<file path="src/rtl/bcd_timer_if.sv">
// bcd_timer_if: command/status bundle between panel logic and the BCD timer controller
interface bcd_timer_if #(parameter int DIGITS = 4);
  logic start, stop, clear, load;
  logic [4*DIGITS-1:0] preset, count;
  logic [1:0] state;
  logic busy, done;
  modport master(output start, stop, clear, load, preset, input count, state, busy, done);
  modport slave(input start, stop, clear, load, preset, output count, state, busy, done);
endinterface

</file>
<file path="src/rtl/bcd_timer_ctrl.sv">
// bcd_timer_ctrl: prescaled multi-digit BCD down-counter with start/stop/clear/load sequencing
module bcd_timer_ctrl #(
  parameter int DIGITS   = 4,
  parameter int PRESCALE = 10
) (
  input logic        clk,
  input logic        rst,
  bcd_timer_if.slave bus
);
  localparam int W  = 4 * DIGITS;
  localparam int PW = PRESCALE > 1 ? $clog2(PRESCALE) : 1;
  localparam logic [PW-1:0] PMAX = PW'(PRESCALE - 1);
  typedef enum logic [1:0] {IDLE = 2'b00, RUN = 2'b01, PAUSE = 2'b10, DONE = 2'b11} state_t;
  state_t state_q, state_d;
  logic [W-1:0] count_q, count_d;
  logic [PW-1:0] psc_q, psc_d;
  logic done_q, done_d, tick;
  function automatic logic [W-1:0] sat_bcd(input logic [W-1:0] v);
    logic [W-1:0] r;
    for (int i = 0; i < DIGITS; i++) r[4*i+:4] = v[4*i+:4] > 4'd9 ? 4'd9 : v[4*i+:4];
    return r;
  endfunction
  // Borrow ripples from digit 0 upward; a zero digit under borrow becomes 9
  function automatic logic [W-1:0] dec_bcd(input logic [W-1:0] v);
    logic [W-1:0] r;
    logic b;
    b = 1'b1;
    for (int i = 0; i < DIGITS; i++) begin
      r[4*i+:4] = b ? (v[4*i+:4] == 4'd0 ? 4'd9 : v[4*i+:4] - 4'd1) : v[4*i+:4];
      b = b && v[4*i+:4] == 4'd0;
    end
    return r;
  endfunction
  assign tick = state_q == RUN && psc_q == PMAX;
  always_comb begin
    state_d = state_q;
    count_d = count_q;
    psc_d   = psc_q;
    done_d  = 1'b0;
    if (bus.clear) begin
      state_d = IDLE;
      count_d = '0;
      psc_d   = '0;
    end else if (bus.load && state_q != RUN) begin
      state_d = IDLE;
      count_d = sat_bcd(bus.preset);
      psc_d   = '0;
    end else if (bus.stop && state_q == RUN) begin
      state_d = PAUSE;
    end else if (bus.start && (state_q == IDLE || state_q == PAUSE) && count_q != '0) begin
      state_d = RUN;
      psc_d   = state_q == IDLE ? '0 : psc_q;
    end else if (state_q == RUN) begin
      psc_d   = tick ? '0 : psc_q + 1'b1;
      count_d = tick ? dec_bcd(count_q) : count_q;
      state_d = tick && count_q == W'(1) ? DONE : RUN;
      done_d  = tick && count_q == W'(1);
    end
  end
  always_ff @(posedge clk or negedge rst) begin
    if (!rst) begin
      state_q <= IDLE;
      count_q <= '0;
      psc_q   <= '0;
      done_q  <= 1'b0;
    end else begin
      state_q <= state_d;
      count_q <= count_d;
      psc_q   <= psc_d;
      done_q  <= done_d;
    end
  end
  assign bus.count = count_q;
  assign bus.state = state_q;
  assign bus.busy  = state_q == RUN;
  assign bus.done  = done_q;
endmodule

</file>
<file path="src/flat_wrapper.sv">
// flat-port wrapper written by rule: the top's interface ports become plain ports
module bcd_timer_ctrl_flat 
#(
  parameter int DIGITS   = 4,
  parameter int PRESCALE = 10
)
  (clk, rst, bus_start, bus_stop, bus_clear, bus_load, bus_preset, bus_count, bus_state, bus_busy, bus_done);
  bcd_timer_if #(.DIGITS(DIGITS)) bus_i ();
  input logic clk;
  input logic rst;
  input wire logic [$bits(bus_i.start)-1:0] bus_start;
  input wire logic [$bits(bus_i.stop)-1:0] bus_stop;
  input wire logic [$bits(bus_i.clear)-1:0] bus_clear;
  input wire logic [$bits(bus_i.load)-1:0] bus_load;
  input wire logic [$bits(bus_i.preset)-1:0] bus_preset;
  output wire logic [$bits(bus_i.count)-1:0] bus_count;
  output wire logic [$bits(bus_i.state)-1:0] bus_state;
  output wire logic [$bits(bus_i.busy)-1:0] bus_busy;
  output wire logic [$bits(bus_i.done)-1:0] bus_done;
  assign bus_i.start = bus_start;
  assign bus_i.stop = bus_stop;
  assign bus_i.clear = bus_clear;
  assign bus_i.load = bus_load;
  assign bus_i.preset = bus_preset;
  assign bus_count = bus_i.count;
  assign bus_state = bus_i.state;
  assign bus_busy = bus_i.busy;
  assign bus_done = bus_i.done;
  bcd_timer_ctrl #(.DIGITS(DIGITS), .PRESCALE(PRESCALE)) u_core (.clk(clk), .rst(rst), .bus(bus_i));
endmodule
</file>
<file path="config.mk">
export PLATFORM = sky130hd
export DESIGN_NAME = bcd_timer_ctrl_flat
export DESIGN_NICKNAME = d
export VERILOG_FILES = /design/src/rtl/bcd_timer_if.sv /design/src/rtl/bcd_timer_ctrl.sv /design/src/flat_wrapper.sv
export SDC_FILE = /design/constraint.sdc
export NUM_CORES = 1
export LEC_CHECK = 0
export BUFFER_PORTS_ARGS = -buffer_cell sky130_fd_sc_hd__buf_2
export CAP_MARGIN = 20
export CORE_MARGIN = 3
export CORE_UTILIZATION = 57
export CTS_BUF_LIST = sky130_fd_sc_hd__clkbuf_16
export DETAILED_ROUTE_END_ITERATION = 10
export PLACE_DENSITY = 0.85
export REMOVE_ABC_BUFFERS = 1
export SLEW_MARGIN = 5
export SYNTH_ARGS = -nofsm -noshare
export SYNTH_HDL_FRONTEND = slang
export SYNTH_SLANG_ARGS = --single-unit
</file>
<file path="constraint.sdc">
create_clock -name clk -period 4.3 [get_ports clk]
set_input_delay 0.86 -clock clk [delete_from_list [all_inputs] [get_ports clk]]
set_output_delay 0.86 -clock clk [all_outputs]
set_load 0.01 [all_outputs]
</file>
# ---- Word-level counts from Yosys, hierarchy flattened
# Index checks and enable logic that the tools add are counted.
dict set report classes {
  n_mux 35
  order_cmp 4
  add_sub_neg 5
  div 0
  n_shift 0
  reduce_logical 27
  mul 0
  n_bitwise 0
  n_eq_ne 8
}
# cell count
set op_table {}
lappend op_table {{two-way mux 16 bit} 6}
lappend op_table {{two-way mux 4 bit} 18}
lappend op_table {{== test 16 x 1 -> 1 bit (second input constant)} 1}
lappend op_table {{greater-than comparator 4 bit (second input constant)} 4}
lappend op_table {{zero test 4 bit} 4}
lappend op_table {{nonzero test 16 bit} 1}
lappend op_table {{subtractor 4 x 1 -> 4 bit (second input constant)} 4}
lappend op_table {{AND reduction 5 bit} 3}
lappend op_table {{nonzero test 3 bit} 5}
lappend op_table {{two-way mux 2 bit} 6}
lappend op_table {{logical AND 1 bit} 8}
lappend op_table {{inequality test 3 x 2 -> 1 bit (second input constant)} 2}
lappend op_table {{two-way mux 1 bit} 5}
lappend op_table {{nonzero test 5 bit} 1}
lappend op_table {{adder 4 x 1 -> 4 bit (second input constant)} 1}
lappend op_table {{== test 4 bit (second input constant)} 1}
lappend op_table {{inequality test 4 x 2 -> 1 bit (second input constant)} 1}
lappend op_table {{AND reduction 4 bit} 1}
lappend op_table {{nonzero test 4 bit} 1}
lappend op_table {{AND reduction 3 bit} 1}
lappend op_table {{== test 2 x 1 -> 1 bit (second input constant)} 1}
lappend op_table {{== test 2 bit (second input constant)} 1}
lappend op_table {{zero test 2 bit} 1}
lappend op_table {{inequality test 2 x 1 -> 1 bit (second input constant)} 1}
lappend op_table {{logical OR 1 bit} 1}
dict set report word_totals {
  in_bits 22
  out_inout_bits 20
  wordCells 86
  romBits 0
  latch_bits 0
  memories 0
  ramBits 0
  ff_bits 23
}

# ---- Logic depth before layout (Yosys ltp)
# Gate-level depths: netlist (run 1).
dict set report logic_depth {
  depth_word 10
  ltp_mapped 7
  depth_no_buf 7
}

# ---- Worst setup path before layout (run 1)
# Ideal clock, no wire load.
dict set report synth_timing {
  path_type {register to register}
  from {reg u_core.count_q[0] (netlist: u_core.bus.count[0])}
  to {reg u_core.psc_q[3]}
  arrival_time_ns 2.392
  stages_incl_launch_ff 8
  t_required_ns 4.224
  synth_period_minus_slack_ns 2.469
  path_slack_ns 1.831
  n_path_buf 0
  setup_ns 0.076
  cell_sequence {dfrtp_1 inv_1 ha_1 or3b_2 o41a_1 or3_4 or4_1 o21ai_1}
}
dict set report synth_between {
  elab_chain_cells 6
  word_cells_on_any_way 9
  cone_classes {eq/ne: 1; mux: 4; reduce/logical: 4}
}
# element line_no
set synth_rtl {}
lappend synth_rtl {{start, declared} bcd_timer_ctrl.sv:15} ;# logic [W-1:0] count_q, count_d;
lappend synth_rtl {{start signal, assigned} bcd_timer_ctrl.sv:68} ;# count_q <= count_d;
lappend synth_rtl {{nonzero test 16 bit *} bcd_timer_ctrl.sv:50} ;# end else if (bus.start && (state_q == IDLE || state_q == PAUSE) && count_q != '0) begin
lappend synth_rtl {{logical AND 1 bit *} bcd_timer_ctrl.sv:50}
lappend synth_rtl {{two-way mux 4 bit} bcd_timer_ctrl.sv:50}
lappend synth_rtl {{two-way mux 4 bit} bcd_timer_ctrl.sv:48} ;# end else if (bus.stop && state_q == RUN) begin
lappend synth_rtl {{two-way mux 4 bit} bcd_timer_ctrl.sv:44} ;# end else if (bus.load && state_q != RUN) begin
lappend synth_rtl {{two-way mux 4 bit} bcd_timer_ctrl.sv:40} ;# if (bus.clear) begin
lappend synth_rtl {{end signal, assigned} bcd_timer_ctrl.sv:69} ;# psc_q <= psc_d;
lappend synth_rtl {{end, declared} bcd_timer_ctrl.sv:16} ;# logic [PW-1:0] psc_q, psc_d;
# Every way passes the cells marked *; elsewhere a longest branch is shown, timed or not. The select of a mux whose other input is x is not followed.
# A chain may end at the register's enable or synchronous reset.

# ---- Worst setup path in the final report (run 1)
# Ends and elaborated chain as after synthesis.

==> metrics.md, run 1 <==
| Metric | Value |
|---|---|
| Root cell of the clock tree | clkbuf_16 |
| Routed vias | 1710 |
| Worst skew pair latency | 0.26 ns |
| EDFF count, synth | 0 |
| Share of layout cells above drive strength 1 | 0.211 |
| Overall fraction of global-route tracks in use | 0.239 |
| CORE AREA | 2780 um^2 |
| HP Class | register to register |
| Arrival time of data at the critical path endpoint | 2.85 ns |
| Largest net degree at the start of global routing | 24 |
| Die Footprint | 3620 um^2 |
| Vias in the first global route | 1588 |
| Fill cell total of the finished layout | 223 |
| Detailed-routing iteration count for the pre-antenna-repair pass | 5 |
| Post-CTS resize count | 0 |
| Worst Setup End Kind | register |
| Proportion of synthesized chip area in sequential cells | 0.344 |
| Total number of placement rows | 19 |
| Startpoint class of the critical path | register |
| Via density | 6.26 |
| Hold Path Cell Cnt | 1 |
| Setup skew after layout | 0.00160 ns |
| Post-CTS setup repair buffer count | 0 |
| Period minus WS final | 2.67 ns |
| Post-route DRC | 0 |
| Worst setup margin | 1.63 ns |
| Worst-case setup slack after placement | 1.72 ns |
| Synth Cell Area | 1670 um^2 |
| Series of cell instances along the critical path | inv_1 > ha_1 > or3b_2 > o41a_1 > or3_4 > or4_1 > o21ai_1 |
| Portion of the clock cycle consumed by the worst path in the final layout | 0.622 |
| Hold-fix buffers, CTS | 0 |
| Worst Tran Pin Value | 0.596 ns |
| Unrepaired setup endpoints after global routing | false |
| Initial antenna violation count | 0 |
| Result of the run | finished clean |
| Num ports | 42 |
| Clock sink count | 23 |
| X dimension of the die | 60.2 um |
| Sum of net half-perimeters after detailed placement | 2970 um |
| Final standard cell utilization of the core | 0.709 |
| Overall Power | 0.732 mW |
| ANT nets after route | 0 |
| Number of DRC markers after the initial detailed-route iteration | 116 |
| Hold violation count in the final report | 0 |
| Most used flip-flop cell after synthesis | dfrtp_1 |
| Yosys warnings | 0 |
| Layout overhead on the synthesized area | 18.0% |
| Yosys reg bits | 23 |
| Clock buffer depth | 2 |
| Pwr/cell area | 371 nW/um^2 |
| Number of buffers inserted during clock tree synthesis | 3 |
| Crit path largest cell delay | 0.54 ns |
| Mean routed wirelength per cell | 15.2 um |
| Largest fanout on the critical path | 6 |
| Reg clk slew, reported paths | 0.06 ns |
| Relative slew slack | 0.602 |
| Clock tree from TritonCTS | done |
| Post-synth cell types | 38 |
| Starting density of the core | 0.601 |
| Critical setup path kind | register to register |
| Detailed Route WL | 4140 um |
| Mean instance size in the synthesized netlist | 8.23 um^2 |
| Diodes inserted | 0 |
| Critical path required time | 4.48 ns |
| Gp weighted congestion | 0.831 |
| Fin Setup TNS | 0 ns |
| Post-synthesis async set-or-reset flop share | 1.00 |
| Max-cap violation count | 0 |
| CTS HTree Levels | 1 |
| Pins over their slew limit | 0 |
| Worst hold-check slack | 0.528 ns |
| First-pass GRT wire length | 6670 um |
| P_leak | 0.962 nW |
| Post-layout net count | 275 |
| Final setup vio count | 0 |
| Highest clock rate | 0.374 GHz |
| Buffers added on ports | 41 |
| Vert. Die Dim | 60.2 um |
| Library cell contributing the largest single delay on the critical path | or3b_2 |
| Cells on worst reg2reg path | 7 |
| Peak VDD IR | 0.280 mV |
| Number of standard cells after synthesis | 203 |
| Overflow left after global routing | 0 |
-- per-stage QoR --
stage / cells / area, um^2
6_report: 273 / 1970
3_3_place_gp: 269 / 1890
5_1_grt: 273 / 1970
3_5_place_dp: 269 / 1890
4_1_cts: 273 / 1970
2_1_floorplan: 197 / 1650
-- final timing paths --
path | from | endpoint | slack [ns]
setup / recovery | u_core.bus.count[0]$_DFFE_PN0P_ | u_core.psc_q[3]$_DFFE_PN0P_ | 1.63
max in group asynchronous | rst | u_core.bus.count[9]$_DFFE_PN0P_ | 3.38
hold / removal | u_core.psc_q[2]$_DFFE_PN0P_ | u_core.psc_q[2]$_DFFE_PN0P_ | 0.53
setup reg to reg | u_core.bus.count[0]$_DFFE_PN0P_ | u_core.psc_q[3]$_DFFE_PN0P_ | 1.63
hold reg to reg | u_core.psc_q[2]$_DFFE_PN0P_ | u_core.psc_q[2]$_DFFE_PN0P_ | 0.53
min in group asynchronous | rst | u_core.bus.count[6]$_DFFE_PN0P_ | 0.57
-- area by class of cell --
cell class,count,area (um^2),share of cell area
inverter,22,82.6,0.0419
clock buffer,3,75.1,0.0381
timing repair buffer,41,205,0.104
multi-input combinational,152,991,0.503
tap,31,38.8,0.0197
sequential,23,576,0.292
clock inverter,1,3.75,0.00190
-- worst max-delay path: cells and delay by family, from the launching register on --
kind / cells / cell delay, ns
AOI/OAI and AO/OA: 2 / 0.46
adders and majority gates: 1 / 0.19
buffers and inverters: 1 / 0.13
DFF: 1 / 0.44
and+or+nand+nor: 3 / 1.39
-- synth_stat cells, drive strengths merged, types with 2 or more instances --
| cell | instances | area, um^2 |
|---|---|---|
| nor3 | 6 | 30.0 |
| and2 | 2 | 12.5 |
| a31oi | 9 | 56.3 |
| a21o | 3 | 22.5 |
| or3b | 4 | 40.0 |
| nor3b | 2 | 15.0 |
| dfrtp | 23 | 576 |
| nand3 | 2 | 10.0 |
| o21bai | 2 | 15.0 |
| a21oi | 14 | 70.1 |
| mux2i | 3 | 30.0 |
| clkbuf | 6 | 22.5 |
| o31ai | 13 | 97.6 |
| nand2 | 20 | 75.1 |
| and4 | 2 | 17.5 |
| mux2 | 2 | 22.5 |
| o21ai | 25 | 125 |
| nand2b | 4 | 25.0 |
| a2111oi | 2 | 17.5 |
| ha | 10 | 125 |
| inv | 22 | 82.6 |
| nor2 | 9 | 33.8 |
| o41ai | 3 | 26.3 |
| o32a | 2 | 20.0 |
| nor2b | 3 | 18.8 |
-- kinds of logic (layout without fill, tap and decap cells) --
family,Yosys count,in the layout,synth area share
compound gates,77,77,0.293
simple gates,60,60,0.193
buf+inv,28,67,0.0629
flops,23,23,0.344
fa+ha+maj,10,10,0.0749
mux,5,5,0.0314
-- flip-flops by register name (all words and copies together), names as in the netlist --
name              flops
u_core.psc_q          4
u_core.bus.done       1
u_core.bus.state      2
u_core.bus.count     16
-- power breakdown --
group / switching [mW] / internal, mW
Sequential: 0.0378 / 0.242
Combinational: 0.141 / 0.110
Clock: 0.0769 / 0.124
Total: 0.256 / 0.476
-- layout by cell type, fill, tap and decap left out, drive strengths merged, types with 2 or more instances in the layout --
cell	instances
nor3b	2
and2	2
o31ai	13
mux2	2
inv	23
buf	41
or3b	4
and4	2
nand2b	4
a21oi	14
nor2b	3
clkbuf	3
nor3	6
nor2	9
nand3	2
nand2	20
o41ai	3
o32a	2
a2111oi	2
dfrtp	23
o21bai	2
ha	10
a31oi	9
a21o	3
o21ai	25
mux2i	3
-- per-layer routing --
layer,GRT usage,up-vias,routed length [um]
met1,0.307,804,1770
met4,0.0918,0,80
met5,0,-,0
li1,-,826,-
met2,0.403,69,1970
met3,0.0346,11,326
Note: power is estimated with default switching activity, not from simulation.
==> inputs of run 2 (changes only) <==
--- a/config.mk
+++ b/config.mk
@@ -8,10 +8,10 @@
 export BUFFER_PORTS_ARGS = -buffer_cell sky130_fd_sc_hd__buf_2
 export CAP_MARGIN = 20
 export CORE_MARGIN = 3
-export CORE_UTILIZATION = 57
+export CORE_UTILIZATION = 53
 export CTS_BUF_LIST = sky130_fd_sc_hd__clkbuf_16
 export DETAILED_ROUTE_END_ITERATION = 10
-export PLACE_DENSITY = 0.85
+export PLACE_DENSITY = 0.8
 export REMOVE_ABC_BUFFERS = 1
 export SLEW_MARGIN = 5
 export SYNTH_ARGS = -nofsm -noshare
==> constraint.sdc (replaced) <==
create_clock -name clk -period 2.5 [get_ports clk]
set_input_delay 0.5 -clock clk [delete_from_list [all_inputs] [get_ports clk]]
set_output_delay 0.5 -clock clk [all_outputs]
set_load 0.01 [all_outputs]
==> metrics.md, run 2 (synthesis gave the netlist of run 1 again) <==
| Metric | Value |
|---|---|
| Result of the run | finished clean |
| Worst Setup End Kind | register |
| Critical setup path kind | register to register |
| X dimension of the die | 62.2 um (+3.3%) |
| ANT nets after route | 0 (unchanged) |
| Detailed-routing iteration count for the pre-antenna-repair pass | 4 (-1) |
| Buffers added on ports | 41 (unchanged) |
| Setup skew after layout | 0.00501 ns (+0.00341 ns) |
| Largest net degree at the start of global routing | 24 (unchanged) |
| Layout overhead on the synthesized area | 29.7% |
| Reg2reg setup slack | 0.03 ns (-1.60 ns) |
| Initial antenna violation count | 0 (unchanged) |
| Post-placement cell area | 2040 um^2 (+7.9%) |
| Hold violation count in the final report | 0 (unchanged) |
| Root cell of the clock tree | clkbuf_16 |
| Flip-flop count of the largest register after layout | 16 (unchanged) |
| Int Pwr | 0.897 mW (+88%) |
| Part of the total power dissipated in the clock network | 0.249 (-0.026) |
| Worst skew pair latency | 0.26 ns (about the same) |
| Sw Ratio | 0.341 (-0.00832) |
| Mean routed wirelength per cell | 14.5 um (-4.3%) |
| Overall fraction of global-route tracks in use | 0.232 (-0.00745) |
| Die Footprint | 3860 um^2 (+6.8%) |
| Total number of placement rows | 19 (unchanged) |
| Peak VDD IR | 0.485 mV (+73%) |
| P_leak | 1.07 nW (+11%) |
| Detailed Route WL | 4440 um (+7.3%) |
| Power dissipated by switching net loads | 0.465 mW (+82%) |
| Overall Power | 1.36 mW (+86%) |
| Via density | 5.76 (-8.1%) |
| Clock tree from TritonCTS | done |
| CORE AREA | 2880 um^2 (+3.4%) |
| Worst Tran Pin Value | 0.566 ns (-0.0298 ns) |
| HP Class | primary input to async pin |
| Critical path required time | 2.69 ns (-1.79 ns) |
| First-pass GRT wire length | 7460 um (+12%) |
| Worst r2r src | u_core.bus.count[13]$_DFFE_PN0P_ |
| Clock sink count | 23 (unchanged) |
| Fill cell total of the finished layout | 215 (-3.6%) |
| Number of buffers inserted during clock tree synthesis | 3 (unchanged) |
| Proportion of power drawn by flip-flops and latches | 0.338 (-0.044) |
| Final setup vio count | 0 (unchanged) |
| Pwr/cell area | 628 nW/um^2 (+69%) |
| Cells on worst reg2reg path | 7 (unchanged) |
| Final Instance Area | 2170 um^2 (+10%) |
| Startpoint class of the critical path | register |
| Final Non-Filler Cells | 306 (+12%) |
| CP delay by family, top | simple AND/OR/NAND/NOR gates |
| Instance count after placement with tap cells included | 298 (+11%) |
| Post-route DRC | 0 (unchanged) |
| Arrival time of data at the critical path endpoint | 2.66 ns (-0.19 ns) |
| Vert. Die Dim | 62.2 um (+3.3%) |
| Post-layout net count | 297 (+8.0%) |
| Critical R2R Capture | u_core.psc_q[3]$_DFFE_PN0P_ |
| Number of DRC markers after the initial detailed-route iteration | 183 (+58%) |
| Period minus WS final | 2.47 ns (-0.202 ns) |
| Crit path largest cell delay | 0.48 ns (-0.06 ns) |
| Series of cell instances along the critical path | inv_1 > ha_1 > or3b_1 > o41a_1 > or3_4 > or4_1 > o21ai_1 |
| Routed vias | 1762 (+3.0%) |
| Clock buffer depth | 2 (unchanged) |
| Largest fanout on the critical path | 5 (-1) |
| Diodes inserted | 0 (unchanged) |
| Library cell contributing the largest single delay on the critical path | or4_1 |
| CTS HTree Levels | 1 (unchanged) |
| Overflow left after global routing | 0 (unchanged) |
| Gp weighted congestion | 0.843 (+1.4%) |
| Portion of the clock cycle consumed by the worst path in the final layout | 0.988 (+0.367) |
| Pins over their slew limit | 0 (unchanged) |
| Worst setup margin | 0.0289 ns (-1.60 ns) |
| Leading cell type in the layout, fill and taps excluded | buf_2 |
| Buffers plus inverters on the worst setup path | 1 (unchanged) |
| Worst-case setup slack after placement | 0.0279 ns (-1.69 ns) |
| Max-cap violation count | 0 (unchanged) |
| Combinational Power Share | 0.413 (+0.070) |
| Num ports | 42 (unchanged) |
| Highest clock rate | 0.405 GHz (+8.2%) |
| Vias in the first global route | 1620 (+2.0%) |
| Sum of net half-perimeters after detailed placement | 3430 um (+15%) |
| Reg clk slew, reported paths | 0.06 ns (about the same) |
| Relative slew slack | 0.620 (+0.0183) |
| Starting density of the core | 0.581 (-0.0199) |
| Share of layout cells above drive strength 1 | 0.314 (+0.104) |
| Commonest non-fill, non-tap cells in the layout | 41 x buf_2, 23 x dfrtp_1, 22 x buf_4 |
==> run 2: timing repair <==
item	4_1_cts	5_1_grt
buffers inserted	1	3
resized for setup	0	11
pin swaps	0	1
endpoints found under the setup margin	1	5
endpoints found under the hold margin	0	0
hold buffers	0	0
==> run 2: per-layer routing <==
layer / wire [um] / part of all wire / track usage
met1: 1970 / 0.44 / 0.310
met2: 2150 / 0.48 / 0.397
met3: 266 / 0.060 / 0.0342
met4: 53 / 0.012 / 0.0525
met5: 0 / 0 / 0
==> run 2: layout make-up <==
class	count	area, um^2	area share
multi-input combinational	152	1010	0.465
tap	42	52.6	0.0242
inverter	22	82.6	0.0381
clock inverter	1	3.75	0.00173
clock buffer	3	75.1	0.0346
timing repair buffer	63	370	0.171
sequential	23	576	0.265
==> run 2: worst max path at each step <==
stage / from / to / cells after the start
after floorplan: u_core.bus.count[0]$_DFFE_PN0P_ / u_core.psc_q[3]$_DFFE_PN0P_ / 7
after global placement: u_core.bus.count[5]$_DFFE_PN0P_ / u_core.psc_q[3]$_DFFE_PN0P_ / 7
after detailed placement: u_core.bus.count[5]$_DFFE_PN0P_ / u_core.psc_q[3]$_DFFE_PN0P_ / 7
after CTS: u_core.bus.count[9]$_DFFE_PN0P_ / u_core.psc_q[3]$_DFFE_PN0P_ / 7
after global routing: u_core.bus.count[13]$_DFFE_PN0P_ / u_core.psc_q[3]$_DFFE_PN0P_ / 7
final: u_core.bus.count[13]$_DFFE_PN0P_ / u_core.psc_q[3]$_DFFE_PN0P_ / 7
==> run 2: stage by stage <==
| stage | hold WS, ns | utilization | TNS [ns] |
|---|---|---|---|
| 6_report | 0.209 | 0.754 | 0 |
| 5_1_grt | 0.257 | 0.754 | -0.0123 |
| 4_1_cts | 0.238 | 0.740 | 0 |
| 3_5_place_dp | 0.506 | 0.710 | 0 |
| 3_3_place_gp | 0.504 | 0.710 | 0 |
| 2_1_floorplan | 0.204 | - | 0 |
==> run 2: power by group through the flow <==
stage | clock (mW) | combinational, mW | sequential (mW)
5_1_grt | 0.361 | 0.623 | 0.465
2_1_floorplan | 0 | 0.269 | 0.495
3_5_place_dp | 0 | 0.529 | 0.464
4_1_cts | 0.341 | 0.537 | 0.456
3_3_place_gp | 0 | 0.517 | 0.461
6_report | 0.339 | 0.563 | 0.460
==> run 2: worst register-to-register path, stage by stage (launching register included) <==
cell	delay [ns]
dfrtp_1	0.42
inv_1	0.07
ha_1	0.19
or3b_1	0.39
o41a_1	0.41
or3_4	0.36
or4_1	0.48
o21ai_1	0.08
